--- src/rtl/alu381_nibble_sequencer.sv ---
// Nibble-serial sequencer for a single 74381-style 4-bit ALU slice.
// Feeds A/B one nibble per cycle (LS nibble first), ripples the slice's
// group generate/propagate through a registered carry, and assembles the
// WIDTH-bit result. WIDTH must be a multiple of 4 and at least 8.
module alu381_nibble_sequencer #(
    parameter int unsigned WIDTH = 16
) (
    input  logic             i_clk,
    input  logic             i_rst,
    input  logic             i_start,
    input  logic [2:0]       i_op_s,
    input  logic [WIDTH-1:0] i_op_a,
    input  logic [WIDTH-1:0] i_op_b,
    input  logic             i_op_cin,
    output logic             o_busy,
    output logic             o_done,
    output logic [WIDTH-1:0] o_result,
    output logic             o_carry_out,
    output logic             o_zero,
    output logic [3:0]       o_slice_a,
    output logic [3:0]       o_slice_b,
    output logic [2:0]       o_slice_s,
    output logic             o_slice_cn,
    input  logic [3:0]       i_slice_f,
    input  logic             i_slice_g,
    input  logic             i_slice_p
);

    localparam int unsigned N  = WIDTH / 4;
    localparam int unsigned IW = $clog2(N);

    typedef enum logic [1:0] {
        S_IDLE,
        S_RUN,
        S_DONE
    } state_t;

    state_t               r_state;
    state_t               w_state_next;

    logic [N-1:0][3:0]    r_a;
    logic [N-1:0][3:0]    r_b;
    logic [2:0]           r_s;
    logic                 r_carry;
    logic [IW-1:0]        r_idx;
    logic [N-1:0][3:0]    r_result;
    logic                 r_carry_out;
    logic                 r_zero;

    logic                 w_accept;
    logic                 w_last;
    logic                 w_arith;
    logic                 w_carry_next;
    logic [N-1:0][3:0]    w_result_next;

    // A new op is taken whenever the sequencer is not mid-run (IDLE or DONE).
    assign w_accept     = i_start && (r_state != S_RUN);
    assign w_last       = (r_state == S_RUN) && (r_idx == IW'(N - 1));
    assign w_arith      = (r_s == 3'b001) || (r_s == 3'b010) || (r_s == 3'b011);
    assign w_carry_next = i_slice_g | (i_slice_p & r_carry);

    // State register.
    always_ff @(posedge i_clk) begin
        if (i_rst) begin
            r_state <= S_IDLE;
        end else begin
            r_state <= w_state_next;
        end
    end

    // Next-state and handshake outputs.
    always_comb begin
        w_state_next = r_state;
        o_busy       = 1'b0;
        o_done       = 1'b0;
        case (r_state)
            S_IDLE: begin
                if (w_accept) w_state_next = S_RUN;
            end
            S_RUN: begin
                o_busy = 1'b1;
                if (w_last) w_state_next = S_DONE;
            end
            S_DONE: begin
                o_done       = 1'b1;
                w_state_next = w_accept ? S_RUN : S_IDLE;
            end
            default: w_state_next = S_IDLE;
        endcase
    end

    // Result with the current slice output merged into the active nibble.
    always_comb begin
        w_result_next        = r_result;
        w_result_next[r_idx] = i_slice_f;
    end

    // Operand latch, nibble counter, carry chain and result assembly.
    always_ff @(posedge i_clk) begin
        if (i_rst) begin
            r_a         <= '0;
            r_b         <= '0;
            r_s         <= '0;
            r_carry     <= 1'b0;
            r_idx       <= '0;
            r_result    <= '0;
            r_carry_out <= 1'b0;
            r_zero      <= 1'b0;
        end else if (w_accept) begin
            r_a      <= i_op_a;
            r_b      <= i_op_b;
            r_s      <= i_op_s;
            r_carry  <= i_op_cin;
            r_idx    <= '0;
            r_result <= '0;
        end else if (r_state == S_RUN) begin
            r_result <= w_result_next;
            r_carry  <= w_carry_next;
            r_idx    <= w_last ? '0 : r_idx + 1'b1;
            if (w_last) begin
                // Flags are taken from the final nibble's values so they are ready in DONE.
                r_carry_out <= w_arith & w_carry_next;
                r_zero      <= (w_result_next == '0);
            end
        end
    end

    assign o_result    = r_result;
    assign o_carry_out = r_carry_out;
    assign o_zero      = r_zero;
    assign o_slice_a   = r_a[r_idx];
    assign o_slice_b   = r_b[r_idx];
    assign o_slice_s   = r_s;
    assign o_slice_cn  = r_carry;

endmodule

--- config.mk ---
export PLATFORM = sky130hd
export DESIGN_NAME = alu381_nibble_sequencer
export DESIGN_NICKNAME = d
export VERILOG_FILES = /design/src/rtl/alu381_nibble_sequencer.sv
export SDC_FILE = /design/constraint.sdc
export NUM_CORES = 1
export LEC_CHECK = 0
export CAP_MARGIN = 20
export CORE_ASPECT_RATIO = 1.2
export CORE_UTILIZATION = 30
export DETAILED_ROUTE_END_ITERATION = 7
export GPL_TIMING_DRIVEN = 0
export PLACE_DENSITY = 0.59
export SLEW_MARGIN = 20
export SYNTH_ARGS = -nofsm -noshare
export SYNTH_HDL_FRONTEND = slang
export SYNTH_SLANG_ARGS = --single-unit
--- constraint.sdc ---
create_clock -name i_clk -period 2.9 [get_ports i_clk]
set_clock_uncertainty 0.2 [all_clocks]
set_input_delay 0.58 -clock i_clk [delete_from_list [all_inputs] [get_ports i_clk]]
set_output_delay 0.58 -clock i_clk [all_outputs]
set_load 0.01 [all_outputs]
==> results.py <==
metrics = {
    "timing": {
        "relSlewSlack_pct": 64.2,
        "clock.fmax_mhz": 358,
        "fin_tns_setup_ns": 0,
        "finalSetupViolCount": 0,
        "rsz0062_at_grt": "no",
        "final.min_clock_period_ns": 2.79,
        "setup_ws_ns": 0.109,
        "worst_pin_slew_ns": 0.537,
        "drv_slew": 0,
        "min_period_over_period_pct": 96.2,
        "hold_viol": 0,
    },
    "outcome": {
        "outcome": "complete, but fails checks",
        "violations": "design-rule violations",
    },
    "clock_network": {
        "cts-buffers-inserted": 9,
        "cts_root_buf": "clkbuf_8",
        "cts_tree": "built",
        "clk_path_buf_depth": 2,
        "clk_pin_slew_worst_paths_ns": 0.07,
        "hold_buffers": 0,
        "htree_levels": 3,
        "cts_sinks": 58,
        "insertion_delay_ns": 0.33,
    },
    "power": {
        "seq_power_share_pct": 41.9,
        "switchingPower_mw": 0.455,
        "p_int_mw": 1.58,
        "p_per_area_mw_per_mm2": 574,
        "clockPowerShare_pct": 45.8,
        "swShare_pct": 22.4,
        "ir_drop_mv": 0.280,
        "combPwrFrac_pct": 12.3,
        "p_leak_nw": 1.42,
    },
    "placement": {
        "dp_cells": 443,
        "numPortBuffers": 75,
        "gp_congestion": 0.716,
        "dp_slack_ns": -0.183,
        "dp_hpwl_um": 4500,
    },
    "floorplan": {
        "die_h_um": 100,
        "die_area_mm2": 0.00842,
        "rows": 35,
        "start_util_pct": 31.2,
        "ios": 77,
        "core-area_mm2": 0.00775,
        "die_x_um": 83.9,
    },
    "setup_path": {
        "worstSetupStartpoint": "r_idx[1]$_SDFFE_PP0N_",
        "timing.rr.start": "r_idx[0]$_SDFFE_PP0N_",
        "cp_max_fo": 10,
        "timing.critical_path.from_type": "flop",
        "worst-setup-path-type": "flop to output pin",
        "critPathRequiredTime_ns": 2.12,
        "cp.arrival_ns": 2.01,
        "end_kind": "output pin",
    },
    "yosys": {
        "yosysTopAreaCell": "dfxtp_1",
        "yosys_warnings": 0,
        "avgSynthCellArea_um2": 8.75,
        "synth_cells": 276,
        "ys_top_cells_by_area": "dfxtp_1, nand2_1, a21oi_1",
        "yosys_register_bits": 58,
        "synth_cell_types": 25,
        "synth_top_area_share_pct": 48.1,
        "synth_nets": 326,
        "syn-cell-area_mm2": 0.00242,
        "synth-seq-area-share_pct": 48.1,
    },
    "global_routing": {
        "grt_util_all_layers_pct": 16.3,
        "grt_pass1_vias": 2225,
        "grt_start_max_net_pins": 11,
        "grt_pass1_wl_um": 10600,
        "grt-ovfl-total": 0,
        "antenna_found_initial": 0,
    },
    "drt": {
        "via_per_inst": 4.77,
        "dr.pass1.iters": 6,
        "drt-initial-drc-count": 93,
        "drt-total-wl_um": 6150,
        "drc": 12,
        "ant_nets": 0,
        "vias": 2189,
        "wl_per_cell_um": 13.4,
    },
    "worst_hold_path": {
        "hold_path_class": "flop to flop",
        "min_from": "r_a[10]$_SDFFE_PP0N_",
    },
    "final_layout": {
        "n_fill_cell": 772,
        "area_growth_pct": 46.7,
        "diodes": 0,
        "stdcell_count": 459,
        "multi_input_area_mm2": 0.00118,
        "drive_gt1_share_pct": 7.36,
        "nets": 412,
        "regArea_mm2": 0.00116,
    },
    "run": {
        "drv_cap": 0,
    },
}
[through the flow]
stage | utilization, % | cell area, um^2 | power, mW | hold slack (ns)
after floorplan | - | 2420 | 0.990 | 0.233
after global placement | 42.3 | 3280 | 1.12 | 0.240
after detailed placement | 42.3 | 3280 | 1.12 | 0.245
after CTS | 45.7 | 3540 | 2.06 | 0.254
after global routing | 45.7 | 3540 | 2.13 | 0.276
final | 45.7 | 3540 | 2.04 | 0.254
[metal layers]
layer	wire length, um	GRT usage (%)	part of all wire, %	up-vias
met2	2760	25.7	45	72
met3	419	4.69	6.8	14
li1	-	-	-	1107
met4	140	9.28	2.3	0
met1	2830	20.0	46	996
met5	0	0	0	-
[cells by family after synthesis]
family                     count (synthesis)  synth area share, %
AOI/OAI and AO/OA                         49                 10.8
adders and majority gates                  5                 2.59
DFF                                       58                 48.1
muxes                                     24                 14.1
and+or+nand+nor                          120                 21.4
buffers and inverters                     20                 3.11
[placed cells by master (no fill, tap or decap), types with 2 or more instances in the layout]
cell             instances
a21oi_1                 42
bufinv_16                3
clkbuf_1                14
clkbuf_8                11
clkdlybuf4s50_1         75
clkinv_2                 2
dfxtp_1                 58
ha_1                     5
inv_1                    3
mux2i_1                 16
mux4_2                   8
nand2_1                 78
nor2_1                  23
nor2b_1                  3
nor3_1                   3
nor3b_1                  3
nor4_1                   3
o22ai_1                  3
or4_1                    2
[cell usage after synthesis]
library cell and count:
or4_1 2, or2b_1 1, a21oi_1 42, mux4_2 8, o22ai_1 3, clkbuf_1 16, dfxtp_1 58, ha_1 5
mux2i_1 16, nand3b_4 1, and2b_1 1, a211oi_1 1, nor4_1 3, nor2b_1 3, and2_1 1, nor2_1 23
a22oi_1 1, o22a_1 1, nand2b_1 1, nor3b_1 3, clkinv_1 1, nor3_1 3, inv_1 3, nand2_1 78
o211ai_1 1
[flip-flops by register name (all words and copies together), names as in the netlist]
| name | count |
|---|---|
| o_carry_out | 1 |
| r_idx | 2 |
| r_state | 2 |
| r_b | 16 |
| o_slice_cn | 1 |
| o_zero | 1 |
| o_result | 16 |
| r_a | 16 |
| o_slice_s | 3 |
[power by group through the flow]
| stage | Combinational (mW) | Sequential, mW | Clock, mW |
|---|---|---|---|
| after floorplan | 0.122 | 0.868 | 0 |
| after global placement | 0.250 | 0.869 | 0 |
| after detailed placement | 0.251 | 0.871 | 0 |
| after CTS | 0.253 | 0.853 | 0.951 |
| after global routing | 0.280 | 0.858 | 0.994 |
| final | 0.251 | 0.853 | 0.932 |
[critical path, cell delays in order, from the launching register on]
cell and delay (ns):
dfxtp_1 0.38, clkbuf_4 0.28, mux4_2 0.53, clkdlybuf4s50_1 0.49
[layout make-up]
cell class / count / area share, %
Multi-Input combinational cell: 198 / 33.3
Sequential cell: 58 / 32.8
Clock buffer: 11 / 4.27
Tap cell: 92 / 3.25
Buffer: 16 / 2.01
Clock inverter: 5 / 2.82
Inverter: 4 / 0.424
Timing Repair Buffer: 75 / 21.2
[path summary, 6_finish.rpt]
check | to | slack [ns] | cells past startpoint
worst min-delay path | r_a[10]$_SDFFE_PP0N_ | 0.25 | 2
worst max-delay path | o_slice_a[1] | 0.11 | 3
worst min register to register | r_a[10]$_SDFFE_PP0N_ | 0.25 | 2
worst max register to register | o_zero$_SDFFE_PP0P_ | 0.36 | 7
[repair_timing]
action                                  4_1_cts  5_1_grt
endpoints found under the setup margin        9        5
setup buffers                                 0        0
gates resized for setup                       4        2
No activity file was read; power rests on OpenSTA's default activity.
